==> config.mk <==
export PLATFORM = sky130hd
export DESIGN_NAME = fp_operand_align
export DESIGN_NICKNAME = d
export VERILOG_FILES = /design/src/rtl/fp_pkg.sv /design/src/rtl/fp_sticky_shifter.sv /design/src/rtl/fp_operand_align.sv
export SDC_FILE = /design/constraint.sdc
export NUM_CORES = 1
export LEC_CHECK = 0
export CAP_MARGIN = 0
export CELL_PAD_IN_SITES_DETAIL_PLACEMENT = 0
export CELL_PAD_IN_SITES_GLOBAL_PLACEMENT = 1
export CORE_AREA = 2 2 199 123
export CTS_BUF_LIST = sky130_fd_sc_hd__clkbuf_16
export DETAILED_ROUTE_END_ITERATION = 10
export DIE_AREA = 0 0 201 125
export PLACE_DENSITY_LB_ADDON = 0.1
export SLEW_MARGIN = 40
export SYNTH_ARGS = -nofsm -noshare
export SYNTH_HDL_FRONTEND = slang
export SYNTH_SLANG_ARGS = --single-unit
==> constraint.sdc <==
create_clock -name clk -period 2.3 [get_ports clk]
set_input_delay 0.575 -clock clk [delete_from_list [all_inputs] [get_ports clk]]
set_output_delay 0.575 -clock clk [all_outputs]
set_load 0.02 [all_outputs]
==> src/rtl/fp_pkg.sv <==
// Shared constants and types for the single-precision add/sub datapath.
// The operand-align stage and the stages after it agree on these bundles.
package fp_pkg;

    localparam int WIDTH = 32;
    localparam int EXP_W = 8;
    localparam int MAN_W = 23;
    localparam int BIAS  = 127;
    localparam int SIG_W = MAN_W + 1;
    localparam int ALN_W = MAN_W + 4;

    typedef struct packed {
        logic             sign;
        logic [EXP_W-1:0] exp;
        logic [MAN_W-1:0] frac;
    } fp32_t;

    // Compare/swap result held between the two pipeline stages
    typedef struct packed {
        logic             sign_l;
        logic [EXP_W-1:0] exp_l;
        logic [SIG_W-1:0] sig_l;
        logic [SIG_W-1:0] sig_s;
        logic [EXP_W-1:0] diff;
        logic             eff_sub;
        logic             swap;
        logic [1:0]       special;
    } stage1_t;

    typedef struct packed {
        logic             sign_l;
        logic [EXP_W-1:0] exp;
        logic [ALN_W-1:0] mant_l;
        logic [ALN_W-1:0] mant_s;
        logic             eff_sub;
        logic             swap;
        logic [1:0]       special;
    } align_bundle_t;

    // Denormals and zero share the minimum normal exponent
    function automatic logic [EXP_W-1:0] eff_exp(input logic [EXP_W-1:0] e);
        return (e == '0) ? EXP_W'(1) : e;
    endfunction

endpackage

==> src/rtl/fp_sticky_shifter.sv <==
// Right shift of an aligned significand; every bit pushed out of the
// word is collapsed into bit 0 as the sticky bit.
module fp_sticky_shifter #(
    parameter int W    = 27,
    parameter int SH_W = 8
) (
    input  logic [W-1:0]    din,
    input  logic [SH_W-1:0] shamt,
    output logic [W-1:0]    dout
);

    localparam logic [SH_W-1:0] W_SH = SH_W'(W);

    logic [W-1:0] lost;
    logic [W-1:0] shifted;

    generate
        for (genvar gi = 0; gi < W; gi++) begin : g_lost
            localparam logic [SH_W-1:0] POS = SH_W'(gi);
            assign lost[gi] = din[gi] & (shamt > POS);
        end
    endgenerate

    assign shifted = din >> shamt;

    // Shifting the whole word out leaves only the sticky indication
    assign dout = (shamt >= W_SH) ? {{(W-1){1'b0}}, |din}
                                  : {shifted[W-1:1], shifted[0] | (|lost)};

endmodule

==> src/rtl/fp_operand_align.sv <==
// Pre-adder stage: orders operands by magnitude, resolves the effective
// operation and aligns the smaller significand with guard/round/sticky.
module fp_operand_align #(
    parameter int WIDTH = 32,
    parameter int EXP_W = 8,
    parameter int MAN_W = 23
) (
    input  logic             clk,
    input  logic             rst_n,
    input  logic             in_valid,
    output logic             in_ready,
    input  logic [WIDTH-1:0] X,
    input  logic [WIDTH-1:0] Y,
    input  logic             operation_select,
    output logic             out_valid,
    input  logic             out_ready,
    output logic             out_sign_l,
    output logic [EXP_W-1:0] out_exp,
    output logic [MAN_W+3:0] out_mant_l,
    output logic [MAN_W+3:0] out_mant_s,
    output logic             out_eff_sub,
    output logic             out_swap,
    output logic [1:0]       out_special
);

    import fp_pkg::*;

    fp32_t            x_f, y_f;
    logic [EXP_W-1:0] ex, ey;
    logic [SIG_W-1:0] sig_x, sig_y;
    logic             sign_y_eff;
    logic             swap_c;
    logic             nan_any, inf_any;

    stage1_t          s1_d, s1_q;
    align_bundle_t    s2_d, s2_q;
    logic             s1_v_d, s1_v_q;
    logic             s2_v_d, s2_v_q;
    logic             s1_adv;
    logic [ALN_W-1:0] shift_out;

    assign x_f = fp32_t'(X);
    assign y_f = fp32_t'(Y);

    assign ex    = eff_exp(x_f.exp);
    assign ey    = eff_exp(y_f.exp);
    assign sig_x = {x_f.exp != '0, x_f.frac};
    assign sig_y = {y_f.exp != '0, y_f.frac};

    // Subtraction is folded into Y's sign before any ordering happens
    assign sign_y_eff = operation_select ? y_f.sign : ~y_f.sign;
    assign swap_c     = (ey > ex) || ((ey == ex) && (y_f.frac > x_f.frac));

    assign nan_any = ((&x_f.exp) & (|x_f.frac)) | ((&y_f.exp) & (|y_f.frac));
    assign inf_any = ((&x_f.exp) & ~(|x_f.frac)) | ((&y_f.exp) & ~(|y_f.frac));

    assign s1_adv   = !s2_v_q || out_ready;
    assign in_ready = !s1_v_q || s1_adv;

    always_comb begin
        s1_v_d = s1_v_q;
        s1_d   = s1_q;
        if (in_ready) begin
            s1_v_d = in_valid;
            if (in_valid) begin
                s1_d.sign_l  = swap_c ? sign_y_eff : x_f.sign;
                s1_d.exp_l   = swap_c ? ey : ex;
                s1_d.sig_l   = swap_c ? sig_y : sig_x;
                s1_d.sig_s   = swap_c ? sig_x : sig_y;
                s1_d.diff    = swap_c ? (ey - ex) : (ex - ey);
                s1_d.eff_sub = x_f.sign ^ sign_y_eff;
                s1_d.swap    = swap_c;
                s1_d.special = {nan_any, inf_any};
            end
        end
    end

    fp_sticky_shifter #(
        .W    (ALN_W),
        .SH_W (EXP_W)
    ) u_shift (
        .din   ({s1_q.sig_s, 3'b000}),
        .shamt (s1_q.diff),
        .dout  (shift_out)
    );

    always_comb begin
        s2_v_d = s2_v_q;
        s2_d   = s2_q;
        if (s1_adv) begin
            s2_v_d = s1_v_q;
            if (s1_v_q) begin
                s2_d.sign_l  = s1_q.sign_l;
                s2_d.exp     = s1_q.exp_l;
                s2_d.mant_l  = {s1_q.sig_l, 3'b000};
                s2_d.mant_s  = shift_out;
                s2_d.eff_sub = s1_q.eff_sub;
                s2_d.swap    = s1_q.swap;
                s2_d.special = s1_q.special;
            end
        end
    end

    always_ff @(posedge clk or negedge rst_n) begin
        if (!rst_n) begin
            s1_v_q <= 1'b0;
            s2_v_q <= 1'b0;
            s1_q   <= '0;
            s2_q   <= '0;
        end else begin
            s1_v_q <= s1_v_d;
            s2_v_q <= s2_v_d;
            s1_q   <= s1_d;
            s2_q   <= s2_d;
        end
    end

    assign out_valid   = s2_v_q;
    assign out_sign_l  = s2_q.sign_l;
    assign out_exp     = s2_q.exp;
    assign out_mant_l  = s2_q.mant_l;
    assign out_mant_s  = s2_q.mant_s;
    assign out_eff_sub = s2_q.eff_sub;
    assign out_swap    = s2_q.swap;
    assign out_special = s2_q.special;

endmodule

Word level (Yosys, flattened, before mapping)
Index checks and enable logic that the tools add are counted.

Add/subtract/negate cells: 2. Order comparisons: 27. Equality and inequality tests: 1. Shift-type cells: 1. Muxes and demuxes: 9. Bitwise operators: 35. Reduce and logical (&&, ||, !) cells: 18.

Operators by type and width (count): $gt A8 B5 Y1 const B (11); $gt A8 B4 Y1 const B (8); $mux W24 (2); $reduce_or A24 Y1 (2); $reduce_or A23 Y1 (2); $gt A8 B3 Y1 const B (4); $mux W8 (4); $and A1 B1 Y1 (28); $mux W27 (1); $shr A27 B8 Y27 (1); $gt A23 B23 Y1 (1); $logic_not A8 Y1 (2); $reduce_and A8 Y1 (2); $reduce_bool A8 Y1 (2); $sub A8 B8 Y8 (2); $eq A8 B8 Y1 (1); $ge A8 B5 Y1 const B (1); $gt A8 B2 Y1 const B (1); $gt A8 B8 Y1 (1); $reduce_and A2 Y1 (2); $logic_or A1 B1 Y1 (3); $not A1 Y1 (3); $or A1 B1 Y1 (3); $logic_not A1 Y1 (2); 3 further kinds (4).

Register bits after elaboration: 135. Output and inout bits: 69.

Depth between registers and ports, before layout
Word-level depth: 6. Depth in mapped cells: 14. Mapped depth without buffers: 12.

Hierarchy
From an unflattened synthesis, not the netlist that was laid out.

Cell total of the unflattened synthesis: 1034. Area, all modules: 9007.4 um2.

By module, submodules not included: fp_operand_align (instances 1, cells each 740, area an instance 7039.3 um2, seq. area each 3378.2 um2); fp_sticky_shifter (instances 1, cells each 294, area an instance 1968.1 um2, seq. area each 0.0 um2).

Worst setup path before layout
OpenSTA, ideal clock, no wires.

Path type: in2reg. From: in Y[24]. To: reg s1_q[29] (netlist bit). Setup time: 0.132 ns. Arrival time: 2.983 ns. Required time: 2.168 ns. Setup slack: -0.815 ns. Stages: 12. Cell sequence: nor4_1 a21oi_1 ha_1 fa_1 nand3b_1 a31oi_1 o2bb2ai_1 a31oi_2 buf_6 buf_4 mux2i_1 o21ai_1.

Longest elaborated chain between the ends: 6.

RTL lines: from (decl) (line fp_operand_align.sv:13) `input logic [WIDTH-1:0] Y,`; $logic_not A8 Y1 (line fp_pkg.sv:42) `return (e == '0) ? EXP_W'(1) : e;`; $mux W8 (*) (line fp_pkg.sv:42); branches (longest 2 deep; another with $gt A8 B8 Y1); $logic_or A1 B1 Y1 (*) (line fp_operand_align.sv:52) `assign swap_c = (ey > ex) || ((ey == ex) && (y_f.frac > x_f.frac));`; $mux W24 (*) (line fp_operand_align.sv:69) `s1_d.sig_s = swap_c ? sig_x : sig_y;`; to (signal assigned) (line fp_operand_align.sv:108) `s1_q <= '0;`; to (signal assigned) (line fp_operand_align.sv:113) `s1_q <= s1_d;`; to (decl) (line fp_operand_align.sv:35) `stage1_t s1_d, s1_q;`.

Mark *: on every way between the ends. A chain may end at the register's enable or synchronous reset.

Worst setup path after layout
From: in Y[27]. To: reg s1_q[9] (netlist bit).

Longest elaborated chain between the ends: 6.

RTL lines: $logic_not A8 Y1 (line fp_pkg.sv:42); $mux W8 (*) (line fp_pkg.sv:42); branches (longest 3 deep; another with $gt A8 B8 Y1); $mux W8 (*) (line fp_operand_align.sv:70) `s1_d.diff = swap_c ? (ey - ex) : (ex - ey);`.

Marked as above.

==> results.toml <==
[clock_network]
cts_made_buffers = 17
cts_buffer_depth = 2
tritoncts = "yes"
cts_root_buffer = "clkbuf_16"
ctsHtreeMaxLevel = 4
clk_latency_ps = 430
cts_sinks = 135
worst_setup_hold_path_clk_slew_ps = 60

[timing]
drv_slew = 0
setup_viol = 65
fin_tns_setup_ps = -24730
fmax_ghz = 0.354
holdWs_ps = 59.1
fin_ws_ps = -526
worst_slew_pin_slew_ps = 570
rsz0062_at_grt = "yes"
period_needed_ps = 2830
fin_skew_ps = 11.1
max_slew_margin_pct = 62.0
fin_crit_sh_pct = 123
hold_viol_final = 0

[yosys]
yosysUniqueCellTypes = 63
postSynthAreaPerCell_um2 = 9.04
ys_seq_elements = 135
synthFlopType = "dfrtp_1"
synth_cells = 968
async_reset_ff_share_pct = 100
synth_edf_count = 0
synth.largest_area_cell = "dfrtp_1"
synth_area_mm2 = 0.00875
yosysWarnings = 0
synth.area.top_cells = "dfrtp_1, nand2_1, mux2_2, ha_1, mux2i_1"
ys_seq_area_share_pct = 38.6
yosys.area.top_type_share_pct = 38.6

[worst_setup_path]
slowest_delay_ps = 340
crit_top_cell = "buf_6"
path_buf_inv = 3
cp-end-kind = "register"
crit_type = "input pin to register"
crit_slowest_cell = "nor4_4"
cp_max_fo = 4
crit_required_ps = 2610
cp_top_family = "compound AO/OA/AOI/OAI gates"
cp.arrival_ps = 3140
startpoint_type = "input pin"
path_cells = "buf_8 -> nor4_4 -> a21oi_2 -> ha_4 -> fa_2 -> nand3b_1 -> a31oi_2 -> o2bb2ai_2 -> a31oi_4 -> buf_6 -> buf_6 -> mux2i_1 -> xnor2_1 -> mux2_4"

[floorplan]
chipHeight_um = 125
pin_count = 138
initial_core_util_pct = 37.2
coreArea_mm2 = 0.0235
die_w_um = 201
dieArea_mm2 = 0.0251
rows = 44

[layout]
postLayoutCoreUtil_pct = 55.5
area_growth_pct = 49.3
n_antenna_cell = 0
nets = 1367
layout-drive-gt1-share_pct = 31.3

[hold_path]
min_path_type = "input pin to async pin"

[place]
port-buffer-count = 134
place_congestion = 0.912
dp_hpwl_mm = 22.4

[grt]
use_met2_pct = 33.7
grt-ovfl-total = 0
antenna_found_initial = 0
grt_pass1_vias = 8082
top_usage_layer = "met1"
grt_pass1_wl_mm = 46.1
grt_max_degree = 70
met3_usage_pct = 4.80
grt.total_usage_pct = 23.7
met1_usage_pct = 36.8

[power_and_ir_drop]
p_clk_share_pct = 26.8
power.switching_w = 0.00366
finalPower_w = 0.0101
p_leak_nw = 5.88
powerDensity_mw_per_mm2 = 771
max-vdd-ir-drop_uv = 537
pwr-share-seq_pct = 31.9
combinationalPowerShare_pct = 41.4
internal-power_w = 0.00641
swShare_pct = 36.3

[route]
first_pass_iters = 7
antenna_left = 0
drc_errors = 0
drtIter0Drc = 781
wl_per_cell_um = 18.6
drt-total-wl_mm = 29.7
num_vias = 8335
vias_per_cell = 5.23

[job]
cap_viol_max_count = 0

[outcome]
outcome = "finished with violations"
violations = "negative setup slack"
==> through the flow <==
step	std cells	setup WS [ps]	instance area, um2
after floorplan	970	-548	8810
after global placement	1535	-1470	11800
after detailed placement	1535	-1480	11800
after CTS	1583	-536	12600
after global routing	1593	-634	13100
final	1593	-526	13100
==> area by class of cell <==
cell class                 instances  area (um2)
multi-input combinational        714        5350
timing repair buffer             347        3200
tap                              322         403
inverter                          43         161
clock inverter                    15         138
fill                            2168       10500
sequential                       135        3380
clock buffer                      17         425
==> power groups by stage <==
stage	Sequential, W	Combinational, W	Clock, W
4_1_cts	0.00320	0.00402	0.00275
6_report	0.00321	0.00416	0.00269
2_1_floorplan	0.00339	0.00196	0
3_3_place_gp	0.00324	0.00392	0
5_1_grt	0.00328	0.00448	0.00286
3_5_place_dp	0.00324	0.00392	0
==> repair_timing <==
item                                    4_1_cts  5_1_grt
endpoints found under the setup margin       67       70
resized for setup                           116       83
pin swaps                                    26       47
cloned                                        1        1
hold buffers                                  0        0
buffers inserted                             16       10
==> cells in the final DEF (no fill, tap or decap), drive strengths merged, types with 43 or more instances in the layout <==
master | Yosys | final
inv | 43 | 45
nor2 | 74 | 74
mux2i | 43 | 43
nand2 | 132 | 132
a21oi | 66 | 66
clkdlybuf4s50 | 0 | 81
dfrtp | 135 | 135
buf | 29 | 224
mux2 | 45 | 45
o21ai | 114 | 114
==> Yosys cell counts (all sizes together) (3+ instances only) <==
| cell type | number |
|---|---|
| a22o | 4 |
| o2111ai | 3 |
| nand4 | 19 |
| o21ai | 114 |
| mux4 | 19 |
| nor4 | 20 |
| buf | 29 |
| a22oi | 3 |
| nand3 | 20 |
| mux2 | 45 |
| a21oi | 66 |
| nand2 | 132 |
| xnor2 | 5 |
| dfrtp | 135 |
| mux2i | 43 |
| o21a | 3 |
| or3 | 5 |
| a32o | 4 |
| nand3b | 6 |
| a31oi | 8 |
| ha | 38 |
| clkbuf | 49 |
| inv | 43 |
| nor2b | 7 |
| nor3 | 9 |
| o31ai | 10 |
| o211ai | 6 |
| and2 | 4 |
| nor2 | 74 |
| a211oi | 3 |
| a21o | 6 |
| nand2b | 8 |
==> worst paths after layout <==
path / slack, ps / endpoint / cells after the start / start
min in group clk: 480 / s1_q[3]$_DFFE_PN0P_ / 2 / s1_q[3]$_DFFE_PN0P_
hold reg to reg: 480 / s1_q[3]$_DFFE_PN0P_ / 2 / s1_q[3]$_DFFE_PN0P_
setup / recovery: -530 / s1_q[9]$_DFFE_PN0P_ / 14 / Y[27]
setup reg to reg: 30 / out_mant_s[0]$_DFFE_PN0P_ / 9 / s1_q[4]$_DFFE_PN0P_
hold / removal: 60 / s1_q[54]$_DFFE_PN0P_ / 1 / rst_n
max in group asynchronous: 1610 / out_mant_s[26]$_DFFE_PN0P_ / 2 / rst_n
==> flip-flops by register name (all words and copies together) (netlist names), 2 cells and up <==
| signal | flops |
|---|---|
| out_exp | 8 |
| out_mant_l | 24 |
| out_special | 2 |
| s1_q | 69 |
| out_mant_s | 27 |
==> metal layers <==
layer	share of wire (%)	wire [um]	vias to the layer above
met5	0	0	-
met3	5.8	1730	25
met1	51	15100	4037
met4	0.93	276	0
met2	42	12600	222
li1	-	-	4051
==> cell families (layout without fill, tap and decap cells) <==
family          Yosys count  count (layout)  synth area share (%)
xor+xnor                  7               7                 0.701
other cells               1               3                0.0429
flops                   135             135                  38.6
buf+inv                 121             422                  6.02
fa+ha+maj                40              40                  5.89
compound gates          249             249                  16.9
simple gates            308             308                  16.2
mux                     107             107                  15.6
(Power assumes the default switching activity.)
==> RTL edit (same settings) <==
`MAN_W` is set to 23 in 2 places; all go to 46.
--- a/src/rtl/fp_pkg.sv
+++ b/src/rtl/fp_pkg.sv
@@ -4,7 +4,7 @@
 
     localparam int WIDTH = 32;
     localparam int EXP_W = 8;
-    localparam int MAN_W = 23;
+    localparam int MAN_W = 46;
     localparam int BIAS  = 127;
     localparam int SIG_W = MAN_W + 1;
     localparam int ALN_W = MAN_W + 4;
--- a/src/rtl/fp_operand_align.sv
+++ b/src/rtl/fp_operand_align.sv
@@ -3,7 +3,7 @@
 module fp_operand_align #(
     parameter int WIDTH = 32,
     parameter int EXP_W = 8,
-    parameter int MAN_W = 23
+    parameter int MAN_W = 46
 ) (
     input  logic             clk,
     input  logic             rst_n,
Ports: changed (resized out_mant_l and out_mant_s); port bits go from 138 to 184. The function was not compared with the original's and may differ.
==> RTL edit against the original RTL <==
The flow still finishes with violations (setup timing). Non-clock buffer count fell by 69. Via count fell by 21%. Power fell by 6.0%. Area after synthesis fell by 10%. Fmax rose by 23%. Worst hold slack improved by 2.4 ps. Synthesized cell count fell by 23%. Sequential cell count rose by 3. Design area fell by 6.4%. Setup slack improved by 520 ps. Wire length fell by 13%.
==> RTL edit: results (changes against the original RTL) <==
The final total negative setup slack came to -2.50 ps (+24730 ps). The critical path arrival is 2610 ps (-530 ps). The detailed placer's ending HPWL came to 15800 µm (-30%). The proportion of layout cells with a drive suffix above 1 came out at 51.1% (+20 points).

The routability congestion estimate came to 0.799 (-12%). The distinct cell type count after synthesis is 41 (-35%). The number of flip-flops under the largest register name is 68 (-1.4%). The DRC marker count from the first detailed-route iteration came out at 387 (-50%). The net switching fraction of the power is 32.2% (-4.1 points). The first-pass GRT wire length is 39300 µm (-15%). The number of detailed-route iterations in the first pass came to 5 (-2). The final worst setup slack is -2.50 ps (+523 ps). The count of input and output buffers is 138 (+3.0%).

The pin count of the biggest net entering global routing is 43 (-39%). The leakage component of the power is 0.00560 µW (-4.7%). The final reports fail on setup timing.

The maximum resistive drop on vdd is 0.525 mV (-2.3%). The final-stage net count came to 1096 (-20%). The worst clock skew on the final layout came to 7.66 ps (-3.45 ps). The average via count per standard cell came to 4.94 (-5.6%). The overall track demand over capacity in global routing came out at 20.2% (-3.5 points). The count of antenna diodes in the layout is 0 (unchanged). The sequential-to-total area share from yosys stat is 43.9% (+5.3 points). The top fanout value on the critical path is 14 (+10). By count the netlist is led by sky130_fd_sc_hd__dfrtp_1 (138), sky130_fd_sc_hd__nand3_1 (82), sky130_fd_sc_hd__nand2_1 (72), sky130_fd_sc_hd__mux2_2 (68), sky130_fd_sc_hd__o21ai_2 (51).

In the post-synthesis netlist, the biggest area contributors are sky130_fd_sc_hd__dfrtp_1 (44%), sky130_fd_sc_hd__mux2_2 (9.7%), sky130_fd_sc_hd__nand3_2 (6.4%). The via count of the first global-routing pass is 6769 (-16%). The average wire length per cell after detail routing is 19.4 µm (+4.1%).

The flow ran to the end, but the final reports show violations. The number of failing setup endpoints in the final timing report came out at 1 (-98%).
-- RTL edit: cell families after synthesis --
| family | synth area share, % |
|---|---|
| adder cells (fa/ha/maj) | 5.09 |
| flip-flops | 43.9 |
| other | 0.0477 |
| multiplexers | 9.74 |
| buffers and inverters | 10.3 |
| AO/OA/AOI/OAI | 9.80 |
| AND/OR/NAND/NOR | 21.1 |
-- RTL edit: what timing repair did --
action,CTS,global route
gates cloned,15,3
pin swaps,62,45
setup buffers,54,8
resized for setup,312,90
endpoints found under the setup margin,67,66
endpoints found under the hold margin,0,0
-- RTL edit: cell type report --
cell class	count	area [µm²]	share of cell area [%]
multi-input cells	526	4600	37.7
clock buffers	17	425	3.48
inverters	34	133	1.09
flip-flops and latches	138	3450	28.3
repair buffers	278	3020	24.7
clock inverters	15	185	1.52
well taps	322	403	3.30
-- RTL edit: worst paths after layout --
| path | from | end | slack, ps | depth (start not counted) |
|---|---|---|---|---|
| max | Y[1] | s1_q[12] | -3 | 11 |
| min | rst_n | out_mant_s[22] | 60 | 1 |
| max reg2reg | s1_v_q | s1_q[71] | 360 | 7 |
| min reg2reg | s1_q[106] | s1_q[106] | 470 | 1 |
| max in group asynchronous | rst_n | out_mant_l[20] | 1610 | 2 |
| min in group clk | s1_q[106] | s1_q[106] | 470 | 1 |
-- RTL edit: critical path, cell delays in order --
cell	delay (ps)
sky130_fd_sc_hd__buf_4	130
sky130_fd_sc_hd__ha_4	260
sky130_fd_sc_hd__nand4_1	250
sky130_fd_sc_hd__nor4_4	400
sky130_fd_sc_hd__buf_4	180
sky130_fd_sc_hd__nor2b_4	40
sky130_fd_sc_hd__o31a_4	170
sky130_fd_sc_hd__buf_12	160
sky130_fd_sc_hd__buf_16	150
sky130_fd_sc_hd__o21ai_2	170
sky130_fd_sc_hd__nand3_2	90
-- RTL edit: layer usage --
| metal | global-route usage (%) | vias up | part of all wire (%) |
|---|---|---|---|
| met4 | 5.75 | 0 | 1.0 |
| met3 | 4.61 | 22 | 4.5 |
| met2 | 29.2 | 200 | 44 |
| met5 | 0 | - | 0 |
| li1 | - | 3033 | - |
| met1 | 30.0 | 3311 | 51 |
-- RTL edit: stage by stage --
stage               setup slack [ps]  power, µW  instance area [µm²]  instances
floorplan                       18.2       4880                 8030        793
global placement                -831       6120                 9850       1224
detailed placement              -865       6170                 9850       1224
CTS                            0.264       9460                11900       1323
global route                   -30.6       9910                12200       1330
finish                         -2.50       9470                12200       1330
-- RTL edit: power groups by stage --
stage          Clock [µW]  Sequential (µW)  Combinational, µW
3_3_place_gp            0             3370               2750
4_1_cts              2950             3360               3150
3_5_place_dp            0             3390               2780
2_1_floorplan           0             3710               1160
5_1_grt              3070             3420               3420
6_report             2900             3350               3220
